[src/rtl/bus_cycle_controller.sv]
// bus_cycle_controller
// Peripheral-side sequencer for the 8088 minimum-mode bus. It latches the
// multiplexed address on ALE and decodes one memory segment and one I/O page
// into chip selects. It holds READY low for each region's wait states, then
// emits a one-cycle read or write transfer strobe toward the memory/IO models.
//
// Handshake: the processor owns RD/WR. A cycle completes only after READY has
// returned high. At that point exactly one RD_STB or WR_STB pulse is issued,
// one clock after the XFER state is entered. The chip select then stays up
// until RD and WR are both seen high again. ALE always wins: it restarts
// decoding and silently discards any cycle that is still in flight.
module bus_cycle_controller #(
    parameter logic [3:0]  MEM_SEG  = 4'h0,
    parameter logic [7:0]  IO_PAGE  = 8'h80,
    parameter int unsigned WAIT_MEM = 2,
    parameter int unsigned WAIT_IO  = 4
) (
    input  logic        CLK,
    input  logic        RESET,
    input  logic        ALE,
    input  logic        IOM,
    input  logic        RD,
    input  logic        WR,
    input  logic [7:0]  AD,
    input  logic [11:0] A,
    output logic [19:0] ADDR,
    output logic        CS_MEM,
    output logic        CS_IO,
    output logic        READY,
    output logic        RD_STB,
    output logic        WR_STB,
    output logic        UNMAPPED,
    output logic [2:0]  state_dbg
);

    typedef enum logic [2:0] {
        S_IDLE    = 3'd0,
        S_LATCHED = 3'd1,
        S_WAIT    = 3'd2,
        S_XFER    = 3'd3,
        S_HOLDOFF = 3'd4
    } state_t;

    // Wait-state counts narrowed to the counter width (legal range 0..15).
    localparam logic [3:0] WAIT_MEM_CNT = 4'(WAIT_MEM);
    localparam logic [3:0] WAIT_IO_CNT  = 4'(WAIT_IO);

    state_t     state;
    logic [3:0] count;
    logic       iom_q;

    // Strobe qualification: RD/WR are active-low processor pins.
    logic rd_act;
    logic wr_act;
    logic one_strobe;
    logic both_strobes;
    logic no_strobe;

    // Region decode against the latched address and the latched IO/M.
    logic       hit_mem;
    logic       hit_io;
    logic       hit_any;
    logic [3:0] wait_sel;

    assign rd_act       = ~RD;
    assign wr_act       = ~WR;
    assign one_strobe   = rd_act ^ wr_act;
    assign both_strobes = rd_act & wr_act;
    assign no_strobe    = RD & WR;

    assign hit_mem  = ~iom_q && (ADDR[19:16] == MEM_SEG);
    assign hit_io   =  iom_q && (ADDR[15:8]  == IO_PAGE);
    assign hit_any  = hit_mem | hit_io;
    assign wait_sel = hit_mem ? WAIT_MEM_CNT : WAIT_IO_CNT;

    assign state_dbg = state;

    // Bus-cycle FSM: address latch, decode, wait-state count and strobe pulses.
    always_ff @(posedge CLK or negedge RESET) begin
        if (!RESET) begin
            state    <= S_IDLE;
            count    <= 4'd0;
            iom_q    <= 1'b0;
            ADDR     <= 20'd0;
            CS_MEM   <= 1'b0;
            CS_IO    <= 1'b0;
            READY    <= 1'b1;
            RD_STB   <= 1'b0;
            WR_STB   <= 1'b0;
            UNMAPPED <= 1'b0;
        end else begin
            // Pulse outputs last exactly one clock unless re-armed below.
            RD_STB   <= 1'b0;
            WR_STB   <= 1'b0;
            UNMAPPED <= 1'b0;

            if (ALE) begin
                // A fresh address phase aborts whatever was in progress.
                ADDR   <= {A, AD};
                iom_q  <= IOM;
                CS_MEM <= 1'b0;
                CS_IO  <= 1'b0;
                READY  <= 1'b1;
                state  <= S_LATCHED;
            end else begin
                case (state)
                    S_IDLE: begin
                        // Strobes without a preceding ALE are ignored.
                        state <= S_IDLE;
                    end

                    S_LATCHED: begin
                        if (both_strobes || (one_strobe && !hit_any)) begin
                            UNMAPPED <= 1'b1;
                            state    <= S_HOLDOFF;
                        end else if (one_strobe) begin
                            CS_MEM <= hit_mem;
                            CS_IO  <= hit_io;
                            count  <= wait_sel;
                            if (wait_sel != 4'd0) begin
                                READY <= 1'b0;
                                state <= S_WAIT;
                            end else begin
                                state <= S_XFER;
                            end
                        end
                    end

                    S_WAIT: begin
                        if (no_strobe) begin
                            // Processor dropped the cycle early: no transfer.
                            READY <= 1'b1;
                            state <= S_HOLDOFF;
                        end else begin
                            count <= count - 4'd1;
                            if (count <= 4'd1) begin
                                READY <= 1'b1;
                                state <= S_XFER;
                            end
                        end
                    end

                    S_XFER: begin
                        if (rd_act) begin
                            RD_STB <= 1'b1;
                        end else begin
                            WR_STB <= 1'b1;
                        end
                        state <= S_HOLDOFF;
                    end

                    S_HOLDOFF: begin
                        if (no_strobe) begin
                            CS_MEM <= 1'b0;
                            CS_IO  <= 1'b0;
                            state  <= S_IDLE;
                        end
                    end

                    default: begin
                        state <= S_IDLE;
                    end
                endcase
            end
        end
    end

    // Transfer strobes are mutually exclusive.
    assert property (@(posedge CLK) disable iff (!RESET) !(RD_STB && WR_STB));

    // At most one region is ever selected.
    assert property (@(posedge CLK) disable iff (!RESET) !(CS_MEM && CS_IO));

    // A miss never coexists with a chip select.
    assert property (@(posedge CLK) disable iff (!RESET) UNMAPPED |-> !(CS_MEM || CS_IO));

endmodule
[config.mk]
export PLATFORM = sky130hd
export DESIGN_NAME = bus_cycle_controller
export DESIGN_NICKNAME = d
export VERILOG_FILES = /design/src/rtl/bus_cycle_controller.sv
export SDC_FILE = /design/constraint.sdc
export NUM_CORES = 1
export LEC_CHECK = 0
export ABC_AREA = 1
export CELL_PAD_IN_SITES_DETAIL_PLACEMENT = 0
export CELL_PAD_IN_SITES_GLOBAL_PLACEMENT = 1
export CORE_MARGIN = 1.5
export CORE_UTILIZATION = 29
export DETAILED_ROUTE_END_ITERATION = 7
export GPL_ROUTABILITY_DRIVEN = 0
export GPL_TIMING_DRIVEN = 0
export PLACE_DENSITY = 0.83
export SLEW_MARGIN = 20
export SYNTH_ARGS = -nofsm -noshare
export SYNTH_HDL_FRONTEND = slang
export SYNTH_SLANG_ARGS = --single-unit
[constraint.sdc]
create_clock -name CLK -period 1.35 [get_ports CLK]
set_input_delay 0.135 -clock CLK [delete_from_list [all_inputs] [get_ports CLK]]
set_output_delay 0.135 -clock CLK [all_outputs]
set_load 0.05 [all_outputs]
# Yosys cells after proc, flatten, opt, wreduce, memory -nomap -nowiden
# Cells that the tools add are included.
[op_classes] mux=38 n_addsub=1 eq_ne=14 n_mul=0 bitwise_logic=8 n_reduce_logical=14 n_shift=0 div=0 n_lt_le_gt_ge=1
[ops] op="$mux W1" count=23
[ops] op="$mux W3" count=7
[ops] op="$mux W4" count=3
[ops] op="$ne A3 B3 Y1 const B" count=4
[ops] op="$pmux W3 S4" count=1
[ops] op="$reduce_and A5 Y1" count=2
[ops] op="$eq A8 B8 Y1 const B" count=1
[ops] op="$ne A4 B4 Y1 const B" count=2
[ops] op="$pmux W4 S2" count=1
[ops] op="$eq A3 B2 Y1 const B" count=2
[ops] op="$ne A2 B2 Y1 const B" count=3
[ops] op="$pmux W1 S2" count=3
[ops] op="$reduce_bool A3 Y1" count=2
[ops] op="$le A4 B1 Y1 const B" count=1
[ops] op="$logic_not A4 Y1" count=1
[ops] op="$not A1 Y1" count=4
[ops] op="$reduce_and A4 Y1" count=1
[ops] op="$reduce_bool A4 Y1" count=1
[ops] op="$sub A4 B1 Y4 const B" count=1
[ops] op="$eq A3 B1 Y1 const B" count=1
[ops] op="$eq A3 B3 Y1 const B" count=1
[ops] op="$logic_and A1 B1 Y1" count=3
[ops] op="$reduce_and A3 Y1" count=1
[ops] op="$and A1 B1 Y1" count=2
[ops] op="5 further kinds" count=5
[word_totals] latchBits=0 ram_bits=0 n_memories=0 out_inout_bits=29 romBits=0 reg_bits=34

# Longest topological paths before layout
[depth] depth_word=9 depth_mapped=10 mapped_depth_nobuf=10

# Least setup slack after synthesis
# OpenSTA, ideal clock, no wires.
[synth_path] path_kind="flip-flop to flip-flop" start="register state[0], in the netlist state_dbg[0]" end="register count[2]" setup_ns=0.117 t_arrival_ns=1.361 path_slack_ns=-0.128 path_buffers=0 synth_period_minus_slack_ns=1.478 path_stages_with_launch=9 path_cell_list="dfrtp_1 -> inv_2 -> nand3_4 -> inv_4 -> o21ai_4 -> nor2_4 -> nand3_4 -> nand2_1 -> nand2_1"
[synth_via] elab_chain_cells=3
[synth_rtl] element="start, declared" line_no="48" text="state_t state;"
[synth_rtl] element="start signal, assigned" line_no="81" text="state <= S_IDLE;"
[synth_rtl] element="start signal, assigned" line_no="104" text="state <= S_LATCHED;"
[synth_rtl] element="start signal, assigned" line_no="109" text="state <= S_IDLE;"
[synth_rtl] element="$eq A3 B1 Y1 or $eq A3 B2 Y1 (tied branches)" line_no="106" text="case (state)"
[synth_rtl] element="$ne A2 B2 Y1 (no source line) or $reduce_bool A2 Y1 (tied branches)"
[synth_rtl] element="$reduce_and A5 Y1 (no source line)"
[synth_rtl] element="end signal, assigned" line_no="119" text="count <= wait_sel;"
[synth_rtl] element="end signal, assigned" line_no="135" text="count <= count - 4'd1;"
[synth_rtl] element="end, declared" line_no="49" text="logic [3:0] count;"
# Several ways; a longest one is shown, not always the timed one.
# A chain may end at the register's enable or synchronous reset.

# Final worst setup path
[layout_path] start="register state[2], in the netlist state_dbg[2]" end="register count[2]"
# Same word-level chain as after synthesis.

==> impl_metrics.ini <==
[placement]
place_inst = 337
io_buffer_count = 54
dp_hpwl_mm = 2.98

[synthesis]
synth_top_cell_by_area = dfrtp_1
ys_seq_area_share_pct = 50.3
synth.avg_cell_area_um2 = 8.06
synth_area_um2 = 1690
ys_warn_count = 0
syn_inst = 210
ys_types = 26
synth_nets = 240
ys_ff_latch = 34
yosysTopAreaCellShare_pct = 48.8
synthTopCellsByArea = dfrtp_1 (49%), nand2_1 (20%), inv_1 (4.0%)

[hold_path]
min_from = RD
hp-class = in -> reg

[cts]
cts_max_level = 2
tritoncts = built
path_clk_slew_ns = 0.07
clock_path_buffers = 2
cts_root_buf = clkbuf_8
clock_sinks = 34
numCtsBuffers = 5
clk_latency_ns = 0.29

[sta]
fmax_mhz = 723
layout_worst_path_cycle_share_pct = 103
setup_ws_ns = -0.0339
hold_violations = 0
maxSlewViolCount = 0
tightest_slew_ns = 0.520
post-route-min-period_ns = 1.38
rsz0062_at_grt = yes
whs_ns = 0.199
finalSetupViolCount = 7
finalClockSkew_ns = 0.00581
slew_headroom_pct = 65.5

[critical_path]
cp-end-kind = register
critPathKind = reg -> reg
crit_start = state_dbg[2]$_DFFE_PN0P_
cp.arrival_ns = 1.56
reg2reg_from = state_dbg[2]$_DFFE_PN0P_
cp.required_ns = 1.53
cp_max_fo = 7
startpoint_type = register

[drt]
drc = 0
dr_total_vias = 1598
wire_per_inst_um = 12.2
wirelength_mm = 4.37
drt_pass1_iterations = 5
ant_nets = 0
avgViaCountPerCell = 4.45
drt-initial-drc-count = 78

[global_routing]
grt_pass1_wl_mm = 7.20
grt_max_degree = 21
antenna_found_initial = 0
grt_pass1_vias = 1559
grtUsageMet2_pct = 24.8
use_met3_pct = 3.09
grt.total_usage_pct = 14.6
grt.busiest_layer = met2
met1_usage_pct = 18.7
grt-ovfl-total = 0

[power_and_ir_drop]
p_total_mw = 3.44
vdd_drop_max_mv = 0.550
leakage_nw = 1.33
powerDensity_nw_per_um2 = 1300

[final_layout]
area_delta_synth_final_pct = 56.1
stdcell_count = 359
diodes = 0
multi_input_area_um2 = 813
drive_above_1_share_pct = 30.3
final_nets = 316
regArea_um2 = 870
fill_cells = 574

[floorplanning]
dieWidth_um = 79.4
start_util_pct = 30.4
ios = 55
die_area_um2 = 6310
coreArea_um2 = 5570
rows = 27
die_y_um = 79.4

[run_status]
failed_checks = setup timing
status = finished with violations

[run]
max-cap-violations = 0
-- power breakdown --
group | switching [mW] | internal, mW | total [mW]
Combinational | 0.799 | 0.475 | 1.27
Sequential | 0.115 | 1.16 | 1.27
Clock | 0.381 | 0.516 | 0.897
-- placed cells by master (no fill, tap or decap), drive strengths merged, types with 3 or more instances in the layout --
cell and count:
o21ai 8, buf 16, a21oi 4, clkdlybuf4s50 22, nand4 5, dlygate4sd2 14, ha 4, clkdlybuf4s15 11
nor2 16, inv 25, clkbuf 16, dfrtp 33, nand3 12, nor3 3, nand2 91
-- kinds of logic (layout without fill, tap and decap cells) --
logic type | count (synthesis) | in the layout | synth area share, %
flip-flops | 34 | 34 | 50.3
buffers and inverters | 30 | 107 | 7.02
AO/OA/AOI/OAI | 13 | 13 | 4.80
AND/OR/NAND/NOR | 128 | 128 | 34.4
XOR/XNOR | 1 | 1 | 0.517
adder cells (fa/ha/maj) | 4 | 4 | 2.96
-- cell type report --
type,instances,share of cell area (%)
Inverter,25,3.74
Multi-Input combinational cell,146,30.8
Tap cell,72,3.41
Timing Repair Buffer,69,24.2
Clock buffer,8,4.17
Buffer,5,0.758
Sequential cell,34,32.9
-- synth_stat cells (all sizes together) --
master	count
nand2	91
dfrtp	33
inv	25
nor2	16
nand3	12
o21ai	8
nand4	5
a21oi	4
clkbuf	4
ha	4
nor3	3
a31oi	1
buf	1
dfstp	1
or2	1
xnor2	1
-- critical path: stages, from the launching register on --
cell	delay [ns]
dfrtp_2	0.42
inv_2	0.11
nand3_4	0.13
inv_4	0.13
o21ai_4	0.06
nor2_4	0.17
nand3_4	0.12
nand2_1	0.09
nand2_1	0.05
-- path summary, 6_finish.rpt --
check                      cells past startpoint                  endpoint  slack, ns
hold reg to reg                                2       ADDR[6]$_DFFE_PN0P_       0.47
max in group asynchronous                      3         READY$_DFFE_PN1P_       0.53
min in group asynchronous                      2  state_dbg[1]$_DFFE_PN0P_       0.31
hold / removal                                 2          RD_STB$_DFF_PN0_       0.20
setup reg to reg                               8      count[2]$_DFFE_PN0P_      -0.03
setup / recovery                               8      count[2]$_DFFE_PN0P_      -0.03
-- registers in the layout, summed over array words and instances, names as in the netlist --
register and cells:
ADDR 20, CS_IO 1, CS_MEM 1, RD_STB 1, READY 1, UNMAPPED 1, WR_STB 1, count 4
iom_q 1, state_dbg 3
-- stage by stage --
step	setup WS [ns]	utilization (%)	area [um^2]	setup TNS, ns
2_1_floorplan	-0.0147	-	1710	-0.0566
3_3_place_gp	-0.748	42.0	2340	-29.14
3_5_place_dp	-0.429	42.4	2360	-7.08
4_1_cts	-0.0618	45.9	2560	-0.0899
5_1_grt	-0.123	47.4	2640	-0.818
6_report	-0.0339	47.4	2640	-0.0916
-- layer usage --
metal / up-vias / wire length [um] / part of all wire, %
met5: - / 0 / 0
met4: 0 / 17 / 0.39
met3: 4 / 162 / 3.7
met2: 42 / 2200 / 50
met1: 750 / 1990 / 46
li1: 802 / - / -
-- repair_timing --
item / 4_1_cts / 5_1_grt
hold endpoints to repair: 14 / 0
pin swaps: 9 / 15
buffers inserted: 9 / 4
setup endpoints to repair: 39 / 25
hold buffers: 1 / 0
gates resized for setup: 48 / 33
Note: power is estimated with default switching activity, not from simulation.
